### src/rtl/tanh_lut_arbiter.sv
// rtl/tanh_lut_arbiter.sv - round-robin arbiter sharing one tanh ROM among NUM_REQ requesters
// Optional TANH_ARB_PERF_EN adds saturating lookup_cnt / stall_cnt counters.
module tanh_lut_arbiter #(
    parameter int NUM_REQ    = 4,
    parameter int IN_WIDTH   = 10,
    parameter int DATA_WIDTH = 16,
    parameter int ROM_LAT    = 1
) (
    input  logic                        clk,
    input  logic                        rst_n,
    input  logic                        en,
    input  logic [NUM_REQ-1:0]          req_valid,
    input  logic [NUM_REQ*IN_WIDTH-1:0] req_x,
    output logic [NUM_REQ-1:0]          req_ready,
    output logic [IN_WIDTH-1:0]         rom_x,
    input  logic [DATA_WIDTH-1:0]       rom_out,
    output logic [NUM_REQ-1:0]          rsp_valid,
    output logic [DATA_WIDTH-1:0]       rsp_data,
    output logic                        busy
`ifdef TANH_ARB_PERF_EN
    ,
    output logic [31:0]                 lookup_cnt,
    output logic [31:0]                 stall_cnt
`endif
);
    localparam int ID_W  = (NUM_REQ > 1) ? $clog2(NUM_REQ) : 1;
    localparam int DEPTH = ROM_LAT + 1;

    logic [ID_W-1:0]            ptr_q, ptr_d;
    logic [IN_WIDTH-1:0]        rom_x_q, rom_x_d;
    logic [DEPTH-1:0]           tag_v_q, tag_v_d;
    logic [DEPTH-1:0][ID_W-1:0] tag_id_q, tag_id_d;
    logic [NUM_REQ-1:0]         rsp_valid_q, rsp_valid_d;
    logic [DATA_WIDTH-1:0]      rsp_data_q, rsp_data_d;
    logic                       busy_q, busy_d;
    logic                       xfer;
    logic [ID_W-1:0]            gnt_id;

    // Search starts one past the last winner so each requester gets a turn.
    always_comb begin
        logic [ID_W-1:0] idx;
        idx       = '0;
        req_ready = '0;
        xfer      = 1'b0;
        gnt_id    = '0;
        if (en) begin
            for (int k = 1; k <= NUM_REQ; k++) begin
                idx = ID_W'((int'(ptr_q) + k) % NUM_REQ);
                if (!xfer && req_valid[idx]) begin
                    xfer           = 1'b1;
                    gnt_id         = idx;
                    req_ready[idx] = 1'b1;
                end
            end
        end
    end

    always_comb begin
        ptr_d       = xfer ? gnt_id : ptr_q;
        rom_x_d     = xfer ? req_x[int'(gnt_id)*IN_WIDTH +: IN_WIDTH] : rom_x_q;
        tag_v_d     = {tag_v_q[DEPTH-2:0], xfer};
        tag_id_d    = {tag_id_q[DEPTH-2:0], gnt_id};
        rsp_valid_d = '0;
        rsp_data_d  = rsp_data_q;
        if (tag_v_q[DEPTH-1]) begin
            rsp_valid_d[tag_id_q[DEPTH-1]] = 1'b1;
            rsp_data_d                     = rom_out;
        end
        // Stays high through the response cycle, dropping the cycle after it.
        busy_d = xfer | (|tag_v_q);
    end

    always_ff @(posedge clk or negedge rst_n) begin
        if (!rst_n) begin
            ptr_q       <= ID_W'(NUM_REQ - 1);
            rom_x_q     <= '0;
            tag_v_q     <= '0;
            tag_id_q    <= '0;
            rsp_valid_q <= '0;
            rsp_data_q  <= '0;
            busy_q      <= 1'b0;
        end else begin
            ptr_q       <= ptr_d;
            rom_x_q     <= rom_x_d;
            tag_v_q     <= tag_v_d;
            tag_id_q    <= tag_id_d;
            rsp_valid_q <= rsp_valid_d;
            rsp_data_q  <= rsp_data_d;
            busy_q      <= busy_d;
        end
    end

    assign rom_x     = rom_x_q;
    assign rsp_valid = rsp_valid_q;
    assign rsp_data  = rsp_data_q;
    assign busy      = busy_q;

`ifdef TANH_ARB_PERF_EN
    logic [31:0] lookup_cnt_q, lookup_cnt_d;
    logic [31:0] stall_cnt_q, stall_cnt_d;

    always_comb begin
        lookup_cnt_d = lookup_cnt_q;
        stall_cnt_d  = stall_cnt_q;
        if (xfer && lookup_cnt_q != '1) begin
            lookup_cnt_d = lookup_cnt_q + 32'd1;
        end
        if ((|req_valid) && !xfer && stall_cnt_q != '1) begin
            stall_cnt_d = stall_cnt_q + 32'd1;
        end
    end

    always_ff @(posedge clk or negedge rst_n) begin
        if (!rst_n) begin
            lookup_cnt_q <= '0;
            stall_cnt_q  <= '0;
        end else begin
            lookup_cnt_q <= lookup_cnt_d;
            stall_cnt_q  <= stall_cnt_d;
        end
    end

    assign lookup_cnt = lookup_cnt_q;
    assign stall_cnt  = stall_cnt_q;
`endif

endmodule

### config.mk
export PLATFORM = sky130hd
export DESIGN_NAME = tanh_lut_arbiter
export DESIGN_NICKNAME = d
export VERILOG_FILES = /design/src/rtl/tanh_lut_arbiter.sv
export SDC_FILE = /design/constraint.sdc
export NUM_CORES = 1
export LEC_CHECK = 0
export CORE_MARGIN = 2
export CORE_UTILIZATION = 46
export CTS_CLUSTER_DIAMETER = 50
export DETAILED_ROUTE_END_ITERATION = 7
export DONT_BUFFER_PORTS = 1
export PLACE_DENSITY = 0.62
export SYNTH_ARGS = -nofsm -noshare
export SYNTH_HDL_FRONTEND = slang
export SYNTH_SLANG_ARGS = --single-unit
### constraint.sdc
create_clock -name clk -period 3.35 [get_ports clk]
set_clock_uncertainty 0.05 [all_clocks]
set_input_delay 0.67 -clock clk [delete_from_list [all_inputs] [get_ports clk]]
set_output_delay 0.67 -clock clk [all_outputs]
set_load 0.01 [all_outputs]
## Yosys cells after proc, flatten, opt, wreduce, memory -nomap -nowiden

Index checks and enable logic that the tools add are counted.

- Output and inout port bits: 35
- Input port bits: 63
- Word-level logic and storage cells: 80
- Flip-flop bits (word level): 39

- Magnitude comparators: 10
- Multiplexer cells: 40
- Multipliers: 1
- Bitwise logic cells: 4
- Add/sub/neg operators: 4
- Reduce and logical (&&, ||, !) cells: 12
- Shift operators: 1

Operators with widths:

| cell | count |
|---|---|
| $shiftx A40 B7 Y10 | 1 |
| $mux W4 | 9 |
| $mux W1 | 17 |
| $lt A2 B3 Y1 const B | 5 |
| $or A4 B4 Y4 | 3 |
| $demux W1 S2 | 5 |
| $ge A2 B1 Y1 const B | 5 |
| $mux W2 | 5 |
| $bmux W1 S2 | 4 |
| $logic_and A1 B1 Y1 | 8 |
| $mul A2 B3 Y5 const B | 1 |
| $add A2 B1 Y2 const B | 2 |
| $add A2 B2 Y2 const B | 2 |
| $logic_not A1 Y1 | 3 |
| $reduce_or A2 Y1 | 1 |
| $or A1 B1 Y1 | 1 |

## Logic depth before layout (Yosys ltp)

- Word-level depth: 19
- Depth in mapped cells: 10
- Gate-level depth less buffers: 8

## Worst setup path after synthesis

OpenSTA, ideal clock, no wires.

- Path kind: register -> output
- Start point: register ptr_q[0]
- End point: output port req_ready[0]
- Data required time: 2630 ps
- Stages on the path, launching flop included: 9
- Setup slack: 129 ps
- Path buffers: 1
- Arrival: 2501 ps
- Path through: dfstp_2 > buf_4 > inv_1 > ha_1 > mux4_2 > nor2b_1 > and2_1 > a22o_1 > o21a_1

- Cells in the longest elaborated chain, start to end: 17
- Elaborated cells between the ends (all ways): 55
- Classes of those cells: 4 x add/sub; 8 x order compare; 30 x mux; 3 x bitwise; 10 x reduce/logical

Ends and longest elaborated chain:

| element | RTL line | text |
|---|---|---|
| start: declaration | 29 | `logic [ID_W-1:0] ptr_q, ptr_d;` |
| start signal: assignment | 75 | `ptr_q <= ID_W'(NUM_REQ - 1);` |
| start signal: assignment | 83 | `ptr_q <= ptr_d;` |
| parallel branches: the longest is 15 deep, another holds $lt A2 B3 Y1 | n/a |  |
| $mux W4 * | 49 | `if (!xfer && req_valid[idx]) begin` |
| $mux W4 * | 46 | `if (en) begin` |
| end: declaration | 14 | `output logic [NUM_REQ-1:0] req_ready,` |

Every way passes the cells marked *. The select of a mux whose other input is x is not followed.

## Worst setup path in the final report

- Start point: register ptr_q[0]
- End point: output port req_ready[1]

The elaborated chain is that of the path after synthesis.

==> results.cfg <==
[global_routing]
gr-total-overflow = 0
grt_max_degree = 40
grt_usage_pct = 18.4
grt_pass1_wl_um = 7580
grt_pass1_vias = 1511
antenna_found_initial = 0

[flow_run]
maxCapViolations = 0

[layout]
drive_gt1_share_pct = 29.0
fin_area_mm2 = 0.00245
syn2layout_area_growth_pct = 10.1
layout_commonest_cell = dfrtp_1
fin_util_pct = 52.2
antenna_cells = 0
final_cell_mix = dfrtp_1, a211oi_1, nor2_1, mux2_2, inv_1
layout.nets = 270

[worst_setup_path]
critPathLaunchType = flop
slowest_stage = dfstp_2
required_ns = 2.63
cp-end-kind = output pin
reg2reg_setup_slack_ns = 0.37
slowest_delay_ns = 0.56
r2r_cells = 8
worstPathMaxFanout = 5
crit_type = reg2out
cp_cell_sequence = clkinvlp_4 > ha_4 > mux4_2 > and2b_2 > a22oi_2 > nor2_1 > o21a_1
arrival_ns = 2.58

[die]
fp.dieArea_mm2 = 0.00541
ioPinCount = 98
die_w_um = 73.6
core-area_mm2 = 0.00469
initial_utilization_pct = 47.4
num_rows = 25
chipHeight_um = 73.6

[clock_tree]
cts_tree = built
path_clk_slew_ns = 0.08
htreeDepth = 2
cts_buffers = 5
cts.path.max_buffers = 2
clock_sinks = 39
clk_latency_ns = 0.29
clockRootBuffer = clkbuf_8

[synthesis]
yosys-top-cells-area = dfrtp_1, mux2_2, a211oi_1
synth-edff-count = 0
muxShareOfSynthArea_pct = 17.5
yosys.area.top_type_share_pct = 41.6
ys_async_sr_fraction_pct = 100
avgSynthCellArea_um2 = 11.7
synth_cell_types = 37
netlist_area_mm2 = 0.00223
synth_top_family_by_area = compound AO/OA/AOI/OAI gates
ys_warn_count = 0
synth-adder-area-share_pct = 4.50
synthSimpleGateAreaFrac_pct = 7.31
synth_seq_area_share_pct = 44.0
synth_xor_area_share_pct = 0
yosysTopAreaCell = dfrtp_1
synthesis.nets = 262
ys_seq_elements = 39
synth_compound_area_share_pct = 20.1
synth-main-ff-cell = dfrtp_1
syn-instance-count = 191

[sta]
max_freq_ghz = 0.303
fin_crit_sh_pct = 98.4
final_hold_viol_count = 0
rsz0062_at_grt = true
worst_pin_slew_ns = 1.12
max_slew_margin_pct = 25.1
holdWs_ns = 0.0203
setup_viol = 0
period_minus_slack_ns = 3.30
slew_viol_final = 0

[status]
status = finished, final reports clean

[route]
drc = 0
vias_per_cell = 6.40
drt-wirelength-per-cell_um = 20.2
drt-total-wl_um = 5140
num_vias = 1625
drt-initial-drc-count = 57
drt_pre_antenna_iters = 4
final_antenna_net_count = 0

[placement]
placed_area_mm2 = 0.00225
finalWeightedCongestion = 0.771
dp_hpwl_um = 3610
io_buffers = 0

[worst_hold_path]
hp-class = in2async

[power]
p_leak_nw = 1.02
powerDensity_mw_per_mm2 = 899
peakVddDrop_v = 0.000422
## report_power, final
| part | leakage, nW | internal (mW) | total [mW] | switching, mW |
|---|---|---|---|---|
| combinational | 0.519 | 0.521 | 1.15 | 0.633 |
| clock | 0.0412 | 0.145 | 0.304 | 0.159 |
| sequential | 0.461 | 0.610 | 0.745 | 0.135 |
## layer usage
layer  GRT usage [%]  vias up  wire length [µm]
li1                -      731                 -
met1            22.2      802              2050
met2            31.3       85              2650
met3            5.35        7               379
met4            6.06        0                55
met5               0        -                 0
## path summary, 6_finish.rpt
check	startpoint	end
max in group asynchronous	rst_n	rsp_data[4]
hold / removal	rst_n	tag_id_d[2]
setup / recovery	ptr_q[0]	req_ready[1]
hold reg to reg	tag_id_d[3]	tag_id_q[3]
setup reg to reg	ptr_q[0]	rom_x[1]
min in group clk	tag_id_d[3]	tag_id_q[3]
## metrics by stage
step | instances | power [mW] | setup TNS, ns | worst slack [ns]
final | 254 | 2.20 | 0 | 0.0545
after global routing | 254 | 2.36 | -0.120 | -0.0399
after CTS | 246 | 2.09 | 0 | 0.0273
after detailed placement | 237 | 1.74 | 0 | 0.0960
after global placement | 237 | 1.70 | 0 | 0.213
after floorplan | 191 | 1.55 | 0 | 0.129
## synthesized netlist by cell type, types with 2 or more instances
master / instances
ha_1: 8
dfrtp_1: 37
and2_1: 2
inv_1: 15
dfstp_2: 2
nor2_1: 16
mux4_2: 4
a22o_1: 4
clkbuf_1: 6
mux2i_1: 12
a211oi_2: 2
a2111oi_0: 10
nand2_1: 2
a22oi_1: 4
buf_4: 2
mux2_2: 16
o21a_1: 4
o21ai_0: 3
buf_2: 3
nor3b_1: 2
a211oi_1: 19
buf_6: 3
## worst max-delay path, delay by kind of cell (launching register included)
kind            cells  cell delay, ns
flops               1            0.56
mux                 1            0.53
compound gates      2            0.37
simple gates        2            0.35
fa+ha+maj           1            0.32
buf+inv             1            0.15
## sequential cells by signal, indices dropped and copies added, names as in the netlist
register and count:
tag_id_d 2, rom_x 10, busy 1, rsp_data 16, rsp_valid 4, tag_v_q 2
tag_id_q 2, ptr_q 2
## layout make-up
class | instances | area, µm²
Fill cell | 422 | 2240
Multi-Input combinational cell | 122 | 1140
Sequential cell | 39 | 978
Timing Repair Buffer | 15 | 118
Clock buffer | 6 | 72.6
Tap cell | 54 | 67.6
Inverter | 16 | 63.8
Clock inverter | 2 | 12.5
## cells by family after synthesis
| logic type | Yosys count |
|---|---|
| AO/OA/AOI/OAI | 52 |
| multiplexers | 32 |
| flip-flops | 39 |
| AND/OR/NAND/NOR | 30 |
| buffers and inverters | 30 |
| adder cells (fa/ha/maj) | 8 |
## repair_timing
item,4_1_cts,5_1_grt
pin swaps,0,4
hold endpoints to repair,0,10
resized for setup,2,6
setup endpoints to repair,4,4
cloned,0,0
hold buffers,0,2
buffers inserted,1,6
Power figures use the tool's default switching activity.
